--- src/rtl/mem_arbiter.sv ---
// mem_arbiter
// -----------------------------------------------------------------------------
// Shares the single external line-memory port between the instruction cache
// and the data cache. One request is granted at a time. Exactly one memory
// transaction is outstanding, and its response is routed back to the cache
// that owns it.
//
// Build option:
//   MEM_ARB_RR_EN  defined   -> round-robin tie-break (loser of the last grant wins)
//                  undefined -> fixed priority, the D-cache wins ties
//
// Ports:
//   clk, rst            clock and synchronous active-high reset
//   i_req/i_addr        I-cache line read request (held until i_gnt)
//   i_gnt               one-cycle grant pulse to the I-cache
//   i_rvalid/i_rdata    one-cycle read response to the I-cache
//   d_req/d_we/d_addr/d_wdata
//                       D-cache line read/write request (held until d_gnt)
//   d_gnt               one-cycle grant pulse to the D-cache
//   d_rvalid/d_rdata    one-cycle read data / write ack to the D-cache
//   mem_req/mem_we/mem_addr/mem_wdata
//                       memory request, held stable until mem_ready
//   mem_ready           memory accepts the request this cycle
//   mem_rvalid/mem_rdata
//                       memory response (read data or write ack)
// -----------------------------------------------------------------------------
module mem_arbiter #(
    parameter int ADDR_WIDTH = 32,
    parameter int LINE_BYTES = 16
) (
    input  logic                    clk,
    input  logic                    rst,
    input  logic                    i_req,
    input  logic [ADDR_WIDTH-1:0]   i_addr,
    output logic                    i_gnt,
    output logic                    i_rvalid,
    output logic [LINE_BYTES*8-1:0] i_rdata,
    input  logic                    d_req,
    input  logic                    d_we,
    input  logic [ADDR_WIDTH-1:0]   d_addr,
    input  logic [LINE_BYTES*8-1:0] d_wdata,
    output logic                    d_gnt,
    output logic                    d_rvalid,
    output logic [LINE_BYTES*8-1:0] d_rdata,
    output logic                    mem_req,
    output logic                    mem_we,
    output logic [ADDR_WIDTH-1:0]   mem_addr,
    output logic [LINE_BYTES*8-1:0] mem_wdata,
    input  logic                    mem_ready,
    input  logic                    mem_rvalid,
    input  logic [LINE_BYTES*8-1:0] mem_rdata
);

    localparam int DW = LINE_BYTES * 8;

    typedef enum logic [1:0] {
        S_IDLE,
        S_ISSUE,
        S_WAIT
    } state_t;

    typedef enum logic {
        OWN_I,
        OWN_D
    } owner_t;

    state_t                  state_q, state_d;
    owner_t                  owner_q, owner_d;
    owner_t                  lastOwner_q, lastOwner_d;
    logic [ADDR_WIDTH-1:0]   reqAddr_q, reqAddr_d;
    logic                    reqWe_q, reqWe_d;
    logic [DW-1:0]           reqWdata_q, reqWdata_d;

    logic                    anyReq;
    owner_t                  winner;

    // Winner selection. A lone requester always wins; only a tie depends on
    // the build option.
    always_comb begin
        anyReq = i_req | d_req;
        winner = OWN_I;
        if (i_req && d_req) begin
`ifdef MEM_ARB_RR_EN
            winner = (lastOwner_q == OWN_I) ? OWN_D : OWN_I;
`else
            winner = OWN_D;
`endif
        end else if (d_req) begin
            winner = OWN_D;
        end
    end

    // Next-state and handshake outputs. Grants and response pulses are
    // suppressed while rst is high, so a reset cycle never hands out a grant
    // that the registers are about to discard.
    always_comb begin
        state_d     = state_q;
        owner_d     = owner_q;
        lastOwner_d = lastOwner_q;
        reqAddr_d   = reqAddr_q;
        reqWe_d     = reqWe_q;
        reqWdata_d  = reqWdata_q;
        i_gnt       = 1'b0;
        d_gnt       = 1'b0;
        i_rvalid    = 1'b0;
        d_rvalid    = 1'b0;

        case (state_q)
            S_IDLE: begin
                if (anyReq && !rst) begin
                    owner_d     = winner;
                    lastOwner_d = winner;
                    state_d     = S_ISSUE;
                    if (winner == OWN_D) begin
                        d_gnt      = 1'b1;
                        reqAddr_d  = d_addr;
                        reqWe_d    = d_we;
                        reqWdata_d = d_wdata;
                    end else begin
                        i_gnt      = 1'b1;
                        reqAddr_d  = i_addr;
                        reqWe_d    = 1'b0;
                        reqWdata_d = '0;
                    end
                end
            end
            S_ISSUE: begin
                if (mem_ready) begin
                    state_d = S_WAIT;
                end
            end
            S_WAIT: begin
                if (mem_rvalid && !rst) begin
                    state_d = S_IDLE;
                    if (owner_q == OWN_D) begin
                        d_rvalid = 1'b1;
                    end else begin
                        i_rvalid = 1'b1;
                    end
                end
            end
            default: begin
                state_d = S_IDLE;
            end
        endcase
    end

    // State and captured-request registers. Reset abandons any outstanding
    // transaction; last owner resets to D so the I-cache wins the first
    // round-robin tie.
    always_ff @(posedge clk) begin
        if (rst) begin
            state_q     <= S_IDLE;
            owner_q     <= OWN_I;
            lastOwner_q <= OWN_D;
            reqAddr_q   <= '0;
            reqWe_q     <= 1'b0;
            reqWdata_q  <= '0;
        end else begin
            state_q     <= state_d;
            owner_q     <= owner_d;
            lastOwner_q <= lastOwner_d;
            reqAddr_q   <= reqAddr_d;
            reqWe_q     <= reqWe_d;
            reqWdata_q  <= reqWdata_d;
        end
    end

    // The captured fields drive the memory port directly, so they stay
    // stable for however long mem_ready stalls the issue phase.
    assign mem_req   = (state_q == S_ISSUE);
    assign mem_we    = mem_req & reqWe_q;
    assign mem_addr  = reqAddr_q;
    assign mem_wdata = reqWdata_q;

    assign i_rdata   = mem_rdata;
    assign d_rdata   = mem_rdata;

endmodule
--- config.mk ---
export PLATFORM = sky130hd
export DESIGN_NAME = mem_arbiter
export DESIGN_NICKNAME = d
export VERILOG_FILES = /design/src/rtl/mem_arbiter.sv
export SDC_FILE = /design/constraint.sdc
export NUM_CORES = 1
export LEC_CHECK = 0
export CAP_MARGIN = 10
export CORE_AREA = 2 2 294 296
export DETAILED_ROUTE_END_ITERATION = 12
export DIE_AREA = 0 0 296 298
export GPL_ROUTABILITY_DRIVEN = 0
export HOLD_SLACK_MARGIN = 0.15
export PLACE_DENSITY = 0.42
export SLEW_MARGIN = 20
export SYNTH_ARGS = -nofsm -noshare
export SYNTH_HDL_FRONTEND = slang
export SYNTH_SLANG_ARGS = --single-unit
--- constraint.sdc ---
create_clock -name clk -period 3.1 [get_ports clk]
set_clock_uncertainty 0.05 [all_clocks]
set_input_delay 0.31 -clock clk [delete_from_list [all_inputs] [get_ports clk]]
set_output_delay 0.31 -clock clk [all_outputs]
set_load 0.03 [all_outputs]
==> results.json, run 1 <==
{
  "outcome": "finished clean",
  "slowest_delay_ns": 0.71,
  "dieArea_um2": 88200,
  "post-route-drc-count": 0,
  "path_clk_slew_ns": 0.08,
  "period_share_pct": 82.5,
  "routedWlPerCell_um": 14.5,
  "ys_seq_elements": 164,
  "powerDensity_nw_per_um2": 538,
  "start_util_pct": 9.79,
  "cp.depth": 4,
  "clockRootBuffer": "clkbuf_16",
  "grt_pass1_vias": 7017,
  "synth_fp_nets": 1327,
  "stdcell_area_um2": 11900,
  "viasPerCell": 3.05,
  "slew_headroom_pct": 43.8,
  "grt_use_total_pct": 7.18,
  "crit_buf_inv": 2,
  "wirelength_um": 32200,
  "ir_worst_vdd_mv": 0.432,
  "r2r-start": "state_q[0]",
  "synth-main-ff-cell": "dfxtp_1",
  "cts.path.max_buffers": 2,
  "yosysTopAreaCell": "dfxtp_1",
  "tightestPinTransition_ns": 0.843,
  "die_h_um": 298,
  "cts_tree": "done",
  "antenna_found_initial": 4,
  "antenna_left": 0,
  "drive_above_1_share_pct": 7.61,
  "n_antenna_cell": 0,
  "slew_viol_final": 0,
  "synth_xor_area_share_pct": 0,
  "setup_slack_ns": 0.542,
  "rrSetupSlack_ns": 1.11,
  "fin_setup_tns_ns": 0,
  "cts_made_buffers": 17,
  "cp.arrival_ns": 2.20,
  "hpwl_um": 23100,
  "min_from": "d_wdata[100]",
  "crit_type": "flop to output pin",
  "crit_fanout": 10,
  "power.total_w": 0.00643,
  "synth_mux_area_share_pct": 3.85,
  "path_cells": "nor3_2 > buf_4 > and2_1 > clkdlybuf4s50_1",
  "num_io_pins": 749,
  "seq_area_frac_synth_pct": 39.5,
  "period_needed_ns": 2.56,
  "synth_edf_count": 0,
  "synth_compound_area_share_pct": 14.6,
  "synth_top_area_share_pct": 39.5,
  "worstPathRequired_ns": 2.74,
  "yosys-top-cells-area": "dfxtp_1 40%, buf_4 23%, nand3_1 7.8%, o21ai_0 6.6%, nand2_1 6.0%",
  "worstSkewPairLatency_ns": 0.50,
  "holdPathEnd": "mem_wdata[100]",
  "ys.warnings.count": 0,
  "nets": 1392,
  "synth-async-reset-ratio_pct": 0,
  "setup_viol": 0,
  "gr-total-overflow": 0,
  "post_cts_resized": 0,
  "rsz0062_at_grt": "false",
  "crit_path_start_kind": "flop",
  "cts_max_level": 4,
  "clock-sinks": 164,
  "crit_path_end_kind": "output pin",
  "dp_cells": 2189,
  "final_cells": 2222,
  "grt_pass1_wl_um": 45700,
  "port_buffers": 364,
  "grt_max_degree": 119,
  "fp.dieW_um": 296,
  "total_leakage_power_nw": 3.88,
  "areaGrowthSynthToFinish_pct": 43.7,
  "maxCapViolCount": 0,
  "final_hold_viol_count": 0,
  "rows": 107,
  "drt_iter0_markers": 201,
  "syn_area_per_cell_um2": 8.31,
  "num_vias": 6788,
  "path_delay_family": "buffers and inverters",
  "rr_worst_depth": 5,
  "drt_first_pass_iters": 4,
  "syn_inst": 1000,
  "hold_path.class": "input port to flop",
  "synth_top_family_by_area": "buffers and inverters",
  "ys_types": 22,
  "fmax_ghz": 0.391,
  "worstReg2RegEnd": "mem_wdata[52]",
  "synthSimpleGateAreaFrac_pct": 14.6,
  "coreArea_um2": 84900,
  "cpMaxStageDelayCell": "clkdlybuf4s50_1",
  "netlist_area_um2": 8310,
  "whs_path_depth": 3,
  "dpl_cell_area_um2": 11300,
  "synth_adder_area_share_pct": 0,
  "post-place-ws_ns": 0.901
}
-- cell usage in the layout, fill, tap and decap left out, types with 4 or more instances in the layout --
cell type,n
a211oi_2,31
a21oi_1,33
buf_12,6
buf_4,8
bufinv_16,4
clkbuf_16,17
clkdlybuf4s50_1,361
dfxtp_1,164
mux2i_1,32
nand2_1,132
nand3_1,130
nor2_1,6
o21ai_0,110
o21ai_1,19
-- stage by stage --
stage | utilization [%] | hold slack (ns)
floorplan | - | 0.374
global placement | 13.3 | 0.386
detailed placement | 13.3 | 0.393
CTS | 14.1 | 0.229
global route | 14.1 | 0.263
finish | 14.1 | 0.298
-- sequential cells by signal, indices dropped and copies added (netlist names) --
register and cells:
owner_q 1, mem_addr 32, reqWe_q 1, mem_wdata 128, state_q 2
-- synthesized netlist by cell type, types with 2 or more instances --
cell type / number
buf_6: 4
o21ai_1: 19
nand2_1: 132
a211oi_2: 31
and2_1: 3
nand3_1: 130
dfxtp_1: 164
clkbuf_1: 51
mux2i_1: 32
buf_2: 16
buf_4: 260
a21oi_1: 33
o21ai_0: 110
nor2_1: 6
inv_1: 2
-- timing repair --
action                                  4_1_cts  5_1_grt
endpoints found under the setup margin        0        0
setup buffers                                 0        0
hold buffers                                  1        0
endpoints found under the hold margin         1        0
-- power by group --
group	switching, W	total (W)	leakage, nW	internal [W]
clock network	0.00105	0.00243	0.308	0.00138
registers	0.000105	0.00240	1.35	0.00230
logic	0.000901	0.00159	2.22	0.000693
total	0.00205	0.00643	3.88	0.00437
-- area by class of cell --
cell class	count	area [um2]
clock inverter	13	198
multi-input combinational	502	2760
sequential	164	3280
timing repair buffer	378	3820
tap	1144	1430
clock buffer	19	443
inverter	2	10.0
fill	9764	72900
-- worst max path at each step --
stage	startpoint	slack [ns]	to
floorplan	rst	1.32	i_gnt
global placement	rst	0.93	mem_wdata[71]
detailed placement	rst	0.90	mem_wdata[63]
CTS	state_q[0]	0.46	d_gnt
global route	state_q[0]	0.36	d_gnt
finish	state_q[0]	0.54	d_gnt
-- tightest hold or removal path, stage by stage --
cell and delay [ns]:
clkdlybuf4s50_1 0.40, nand3_1 0.06, o21ai_1 0.05
-- cells by family after synthesis --
family                 Yosys count
AO/OA/AOI/OAI                  195
flip-flops                     164
buffers and inverters          334
AND/OR/NAND/NOR                275
multiplexers                    32
-- layer usage --
metal,vias to the layer above,track usage [%],routed length [um]
met2,395,11.8,15400
met5,-,0,48
met3,130,3.82,3710
met1,3036,6.58,11100
met4,8,5.81,2000
li1,3219,-,-
No activity file was read; power rests on OpenSTA's default activity.
==> run 2, diff against run 1 <==
CORE_AREA = 2 2 292 294   (was 2 2 294 296)
DIE_AREA = 0 0 294 296   (was 0 0 296 298)
PLACE_DENSITY = 0.44   (was 0.42)
clock period = 2.1 ns   (was 3.1 ns; I/O delays follow)
==> results.json, run 2 (synthesis gave the netlist of run 1 again) <==
{
  "n_antenna_cell": 0,
  "min_from": "d_wdata[99]",
  "crit_path_end_kind": "output pin",
  "antenna_left": 0,
  "crit_fanout": 8,
  "port_buffers": 364,
  "cts_max_level": 4,
  "rows": 107,
  "fin_setup_tns_ns": 0,
  "gr-total-overflow": 0,
  "drt_first_pass_iters": 4,
  "dieArea_um2": 87000,
  "final_cells": 2186,
  "worstSkewPairLatency_ns": 0.49,
  "num_io_pins": 749,
  "crit_path_start_kind": "input port",
  "crit_type": "input port to output pin",
  "hold_path.class": "input port to flop",
  "routedWlPerCell_um": 15.8,
  "antenna_found_initial": 1,
  "drive_above_1_share_pct": 9.76,
  "maxCapViolCount": 0,
  "areaGrowthSynthToFinish_pct": 44.6,
  "post-route-drc-count": 0,
  "rrSetupSlack_ns": 0.25,
  "viasPerCell": 3.20,
  "total_leakage_power_nw": 4.00,
  "grt_pass1_wl_um": 47300,
  "tightestPinTransition_ns": 0.567,
  "coreArea_um2": 84200,
  "r2r-start": "state_q[1]",
  "ir_worst_vdd_mv": 0.616,
  "clock-sinks": 164,
  "grt_max_degree": 83,
  "grt_pass1_vias": 7066,
  "cp.arrival_ns": 1.69,
  "layout_common_cells": "349 x clkdlybuf4s50_1, 163 x dfxtp_1, 132 x nand2_1, 130 x nand3_1, 110 x o21ai_0",
  "fmax_ghz": 0.514,
  "setup_viol": 0,
  "start_util_pct": 9.87,
  "crit_path_start": "d_req",
  "powerDensity_nw_per_um2": 771,
  "largest_register_ffs": 128,
  "slew_headroom_pct": 62.2,
  "slew_viol_final": 0,
  "dp_cells": 2143,
  "grt_use_total_pct": 7.65,
  "drt_iter0_markers": 199,
  "final_core_util_pct": 14.3,
  "die_h_um": 296,
  "cts.path.max_buffers": 2,
  "path_clk_slew_ns": 0.07,
  "period_share_pct": 92.7,
  "cts_made_buffers": 17,
  "outcome": "finished clean",
  "period_needed_ns": 1.95,
  "final_hold_viol_count": 0,
  "rsz0062_at_grt": "false",
  "hold_slack_ns": 0.223,
  "cts_tree": "done",
  "wirelength_um": 34600,
  "clockRootBuffer": "clkbuf_16",
  "num_vias": 7002,
  "mostFrequentLayoutCell": "clkdlybuf4s50_1",
  "worstPathRequired_ns": 1.84,
  "hpwl_um": 25400,
  "fp.dieW_um": 294,
  "nets": 1410
}
run 2: changes by cell type in the layout (fill, tap and decap cells not counted), sizes merged:
cell	delta
buf	+20
clkdlybuf4s50	-12
dlygate4sd2	+4
bufinv	-3
clkinv	+3
dlygate4sd3	+3
clkbuf	+2
clkdlybuf4s15	+2
clkinvlp	-1
run 2: worst paths after layout:
path / end / cells past startpoint
worst max register to register: mem_wdata[39] / 5
worst max-delay path: i_gnt / 7
worst min register to register: mem_wdata[105] / 2
worst min-delay path: mem_wdata[99] / 3
run 2: layer usage:
metal  track usage (%)  vias up  part of all wire [%]
met3              5.07      146                    14
met2              10.6      461                    42
met4              5.85        4                   5.9
met1              8.03     3135                    38
li1                  -     3256                     -
met5              1.27        -                  0.42
run 2: where the power goes:
group | leakage [nW] | switching [W] | internal (W)
combinational | 2.36 | 0.00137 | 0.00108
sequential | 1.35 | 0.000156 | 0.00339
clock | 0.289 | 0.00152 | 0.00174
run 2: final cells by class:
type	instances	area (um2)
tap	1090	1360
clock inverter	12	120
timing repair buffer	396	4000
fill	9512	72200
sequential	164	3280
multi-input combinational	502	2770
clock buffer	20	467
inverter	2	10.0
run 2: per-stage QoR:
stage | worst slack [ns] | power [W] | area [um2]
after floorplan | 0.523 | 0.00570 | 8310
after global placement | 0.156 | 0.00604 | 11300
after detailed placement | 0.163 | 0.00606 | 11300
after CTS | -0.00545 | 0.00952 | 11900
after global routing | 0.00850 | 0.00978 | 12000
final | 0.154 | 0.00927 | 12000
run 2: repair_timing:
item | 4_1_cts | 5_1_grt
hold buffers | 4 | 0
pin swaps | 1 | 1
gates cloned | 0 | 1
endpoints found under the setup margin | 8 | 3
gates resized for setup | 9 | 5
hold endpoints to repair | 20 | 0
setup buffers | 2 | 4
run 2: worst max-delay path, stage by stage:
cell	delay, ns
dlygate4sd3_1	0.55
buf_6	0.14
or2_1	0.26
buf_4	0.18
nand2_1	0.12
nor2_2	0.05
buf_4	0.18
